### config.mk
export PLATFORM = sky130hd
export DESIGN_NAME = decode_issue_ctrl
export DESIGN_NICKNAME = d
export VERILOG_FILES = /design/src/rtl/decode_issue_ctrl.sv
export SDC_FILE = /design/constraint.sdc
export NUM_CORES = 1
export LEC_CHECK = 0
export BUFFER_PORTS_ARGS = -buffer_cell sky130_fd_sc_hd__buf_2
export CORE_MARGIN = 1
export CORE_UTILIZATION = 55
export DETAILED_ROUTE_END_ITERATION = 16
export HOLD_SLACK_MARGIN = 0.1
export PLACE_DENSITY = 0.76
export SLEW_MARGIN = 20
export SYNTH_ARGS = -nofsm -noshare
export SYNTH_HDL_FRONTEND = slang
export SYNTH_SLANG_ARGS = --single-unit
export TNS_END_PERCENT = 20
### constraint.sdc
create_clock -name clk_in -period 8.2 [get_ports clk_in]
set_input_delay 0.82 -clock clk_in [delete_from_list [all_inputs] [get_ports clk_in]]
set_output_delay 0.82 -clock clk_in [all_outputs]
set_load 0.05 [all_outputs]
### src/rtl/decode_issue_ctrl.sv
// Decode/execute issue interlock: register scoreboard, hazard stall and exception sequencing.
// Optional DECODE_BYPASS_EN lets a same-cycle writeback clear the hazard seen by decode.
module decode_issue_ctrl #(
   parameter int NUM_REGS      = 32,
   parameter int ADDR_W        = 5,
   parameter int DRAIN_TIMEOUT = 255
) (
   input  logic              clk_in,
   input  logic              reset_in,
   input  logic              dec_valid_in,
   input  logic [ADDR_W-1:0] reg_a_addr_in,
   input  logic [ADDR_W-1:0] reg_b_addr_in,
   input  logic              reg_a_used_in,
   input  logic              reg_b_used_in,
   input  logic [ADDR_W-1:0] reg_d_addr_in,
   input  logic              reg_d_we_in,
   input  logic              long_lat_in,
   input  logic              flag_ill_inst_in,
   input  logic              flag_syscall_in,
   input  logic              issue_ready_in,
   input  logic              wb_valid_in,
   input  logic [ADDR_W-1:0] wb_addr_in,
   input  logic              exc_ack_in,
   output logic              issue_valid_out,
   output logic              stall_out,
   output logic              flush_out,
   output logic              exc_valid_out,
   output logic [1:0]        exc_cause_out,
   output logic              busy_out
);

   // state    | meaning
   // ST_RUN   | normal issue, hazards interlocked against the scoreboard
   // ST_DRAIN | exception seen, waiting for outstanding writebacks (bounded)
   // ST_EXC   | exception presented, waiting for exc_ack_in
   // ST_FLUSH | one-cycle pipeline flush, then back to ST_RUN
   typedef enum logic [1:0] {ST_RUN, ST_DRAIN, ST_EXC, ST_FLUSH} state_t;

   state_t              state_q;
   logic [NUM_REGS-1:0] sb_q, sb_d, sb_set, sb_clr, sb_eff;
   logic [7:0]          cnt_q;
   logic [1:0]          cause_q;
   logic                exc_valid_q, flush_q, busy_q;
   logic                hazard, exc_flag, issue;

   always_comb begin
      sb_clr = '0;
      if (wb_valid_in) sb_clr[wb_addr_in] = 1'b1;
   end

`ifdef DECODE_BYPASS_EN
   assign sb_eff = sb_q & ~sb_clr;
`else
   assign sb_eff = sb_q;
`endif

   assign hazard   = (reg_a_used_in & sb_eff[reg_a_addr_in])
                   | (reg_b_used_in & sb_eff[reg_b_addr_in])
                   | (reg_d_we_in   & sb_eff[reg_d_addr_in]);
   assign exc_flag = flag_ill_inst_in | flag_syscall_in;
   assign issue    = (state_q == ST_RUN) & dec_valid_in & ~exc_flag & ~hazard & issue_ready_in;

   // Set is OR-ed in after the clear so a same-cycle set of a retiring register wins.
   always_comb begin
      sb_set = '0;
      if (issue && reg_d_we_in && long_lat_in && (reg_d_addr_in != '0))
         sb_set[reg_d_addr_in] = 1'b1;
      sb_d    = (sb_q & ~sb_clr) | sb_set;
      sb_d[0] = 1'b0;
   end

   always_ff @(posedge clk_in) begin
      if (!reset_in) begin
         state_q     <= ST_RUN;
         sb_q        <= '0;
         cnt_q       <= '0;
         cause_q     <= 2'b00;
         exc_valid_q <= 1'b0;
         flush_q     <= 1'b0;
         busy_q      <= 1'b0;
      end else begin
         sb_q   <= sb_d;
         busy_q <= |sb_d;
         case (state_q)
            ST_RUN: begin
               if (dec_valid_in && exc_flag) begin
                  cause_q <= flag_ill_inst_in ? 2'b01 : 2'b10;
                  cnt_q   <= '0;
                  state_q <= ST_DRAIN;
               end
            end
            ST_DRAIN: begin
               if (sb_q == '0) begin
                  exc_valid_q <= 1'b1;
                  state_q     <= ST_EXC;
               end else if (cnt_q == 8'(DRAIN_TIMEOUT - 1)) begin
                  cause_q     <= 2'b11;
                  exc_valid_q <= 1'b1;
                  state_q     <= ST_EXC;
               end else begin
                  cnt_q <= cnt_q + 8'd1;
               end
            end
            ST_EXC: begin
               if (exc_ack_in) begin
                  exc_valid_q <= 1'b0;
                  flush_q     <= 1'b1;
                  state_q     <= ST_FLUSH;
               end
            end
            ST_FLUSH: begin
               flush_q <= 1'b0;
               state_q <= ST_RUN;
            end
         endcase
      end
   end

   assign issue_valid_out = issue;
   assign stall_out       = (state_q != ST_RUN) | (dec_valid_in & ~issue);
   assign flush_out       = flush_q;
   assign exc_valid_out   = exc_valid_q;
   assign exc_cause_out   = cause_q;
   assign busy_out        = busy_q;

endmodule

==> summary.md <==
| Metric | Value |
|---|---|
| Tcrit/Tclk final | `46.9%` |
| Fraction of layout cells with a size suffix above 1 | `22.6%` |
| Hold slack | `0.465 ns` |
| Total grt overflow | `0` |
| DRT Wirelength | `9300 µm` |
| Startpoint class of the critical path | `input port` |
| RSZ-0062 raised after global routing | `false` |
| Power Total | `579 µW` |
| Pre-antenna DRT Iters | `9` |
| Core Box Area | `0.00520 mm²` |
| EDFF count, synth | `0` |
| Vias in the first global route | `2919` |
| Arr. time, crit path | `3.02 ns` |
| Max cap viols | `0` |
| Row count | `26` |
| Async SR Flop Fraction | `0%` |
| Cell Area, Placed | `0.00326 mm²` |
| Sequential element share of the synthesized area | `30.3%` |
| Most used DFF post-synth | `dfxtp_1` |
| GRT Util Overall | `32.8%` |
| Starting Density | `58.3%` |
| Die Y-Extent | `76.3 µm` |
| Max-slew violations | `0` |
| Hold depth | `2` |
| Syn Nets | `376` |
| Clk sinks | `46` |
| Post-Synthesis Mean Instance Area | `9.01 µm²` |
| Leakage dissipation | `0.00127 µW` |
| Antenna-violating nets left | `0` |
| Die area | `0.00582 mm²` |
| Synth Cell Area | `0.00304 mm²` |
| Endpoints failing setup | `0` |
| Status | `finished clean` |
| Fin nets | `405` |
| Hold Violations, Final | `0` |
| Hold_buf cts | `0` |
| Endpoint class of the critical path | `output pin` |
| Worst-Margin Slew | `0.983 ns` |
| DIE WIDTH | `76.3 µm` |
| Area Growth Syn to Fin | `11.0%` |
| Bufs on Longest Clock Path | `2` |
| Max_slew headroom | `33.9%` |
| Setup TNS | `0 ns` |
| Post-Synthesis Cells | `337` |
| Initial antenna violation count | `0` |
| CTS buffer count | `5` |
| Root buffer cell | `clkbuf_8` |
| # IOs | `39` |
| Peak supply drop | `0.000124 V` |
| Distinct cell type count after synthesis | `50` |
| # H-tree levels | `2` |
| 1st-iter DRT viols | `589` |
| Setup Buffers After CTS | `0` |
| PortBufs | `38` |
| Dpl hpwl | `6760 µm` |
| Clock latency on the worst-skew pair | `0.30 ns` |
| Final WS setup | `4.36 ns` |
| Fin area | `0.00337 mm²` |
| Setup Crit Path Kind | `input port to output pin` |
| Pre-CTS setup slack | `4.36 ns` |
| Synth warn | `0` |
| CP required | `7.38 ns` |
| Clock slew at reported path FFs | `0.09 ns` |
| GPL Wtd Cong | `0.964` |
| Clock skew | `0.00556 ns` |
| Largest net degree at the start of global routing | `41` |
| Worst hold path class | `flop to flop` |
| Drt wl/cell | `21.3 µm` |
| CTS-repair resized insts | `0` |
| #FFs+latches synth | `46` |
| Via Count | `3082` |
| # diodes | `0` |
| Via/cell ratio | `7.05` |
| Remaining DRCs | `0` |
| Global-route wire length before repair | `15000 µm` |
| Tmin final | `3.84 ns` |
| PwrDens | `172 mW/mm²` |
| CTS tree | `yes` |
| Fmax | `0.260 GHz` |
| Crit Path Max Fanout | `9` |
| Depth of the worst register-to-register path | `7` |
-- cells in the final DEF, fill, tap and decap left out, types with 2 or more instances in the layout --
master and count:
dfxtp_1 46, buf_2 38, o21ai_0 35, o22ai_1 28, nor2_1 25, nand2_1 22, mux4_2 19, nand4_1 15
inv_1 11, mux2i_1 10, a21oi_1 8, nor4_1 8, mux2_2 7, nand3b_1 7, nand3_1 7, ha_1 7
nor3_1 6, xor2_1 6, clkbuf_8 5, nor3b_1 4, or3b_2 4, nor2b_1 3, and3_1 3, or2_2 3
o21a_1 3, and4_1 2, a311oi_1 2, a32o_1 2, a21o_1 2, o211ai_1 2, or3_1 2, a41oi_1 2
a31oi_1 2
-- where the power goes --
part	switching [µW]	leakage, µW	total (µW)	internal, µW
Clock	80.7	0.0000585	172	91.4
Sequential	7.42	0.000372	242	235
Combinational	113	0.000836	164	51.7
Total	201	0.00127	579	378
-- per-layer routing --
metal | up-vias | track usage (%) | part of all wire, %
met2 | 250 | 49.9 | 43
met5 | - | 0 | 0
met4 | 0 | 14.4 | 5.7
met1 | 1392 | 43.8 | 38
met3 | 57 | 8.74 | 13
li1 | 1383 | - | -
-- per-stage QoR --
step	cells	utilization, %
after detailed placement	429	62.6
after CTS	437	64.7
final	437	64.7
after global placement	429	62.6
after floorplan	337	-
after global routing	437	64.7
-- final timing paths --
| check | from | end | slack (ns) |
|---|---|---|---|
| hold / removal | flush_out | flush_out | 0.46 |
| setup / recovery | reg_b_addr_in[1] | stall_out | 4.36 |
| hold reg to reg | flush_out | flush_out | 0.46 |
| setup reg to reg | sb_eff[30] | sb_eff[31] | 5.25 |
-- area by class of cell --
cell class | count | area, µm²
multi-input cells | 263 | 2010
fillers | 444 | 1840
flip-flops and latches | 46 | 921
repair buffers | 39 | 198
well taps | 70 | 87.6
clock buffers | 5 | 68.8
clock inverters | 3 | 43.8
inverters | 11 | 41.3
-- synth_stat cells (all sizes together) (2+ instances only) --
cell type,n,area share (%)
and4,2,0.58
mux2i,10,3.3
a31oi,2,0.41
nor2,25,3.1
nor4,9,2.3
o211ai,2,0.49
inv,11,1.4
or3b,4,1.2
ha,7,2.9
nand3b,7,1.7
nand4,15,3.1
or3,2,0.41
nand3,7,1.2
o21a,3,0.74
nor3b,4,0.99
a21o,2,0.49
a32o,2,0.66
o21ai,35,5.8
a311oi,2,0.58
clkbuf,16,2.0
and3,3,0.62
xor2,6,1.7
nand2,22,2.7
or2,3,0.62
nor2b,3,0.62
a21oi,8,1.3
dfxtp,46,30
mux2,7,2.6
a41oi,2,0.58
nor3,6,0.99
mux4,19,14
o22ai,28,5.8
-- registers in the layout, summed over array words and instances, names as in the netlist --
signal,count
flush_out,1
exc_cause_out,2
exc_valid_out,1
cnt_q,8
sb_eff,31
state_q,2
busy_out,1
-- worst max-delay path, cell delays in order --
cell,delay [ns]
buf_2,0.23
mux4_2,0.54
mux4_2,0.47
o21ai_0,0.15
o21ba_2,0.20
nor3_1,0.28
o21ai_0,0.11
buf_2,0.22
-- kinds of logic after synthesis --
kind of cell | share of synthesized area [%]
adders and majority gates | 2.88
xor gates and xnor gates | 1.73
muxes | 20.0
and+or+nand+nor | 21.5
buffers and inverters | 3.50
DFF | 30.3
AOI/OAI and AO/OA | 20.0
(Power assumes the default switching activity.)
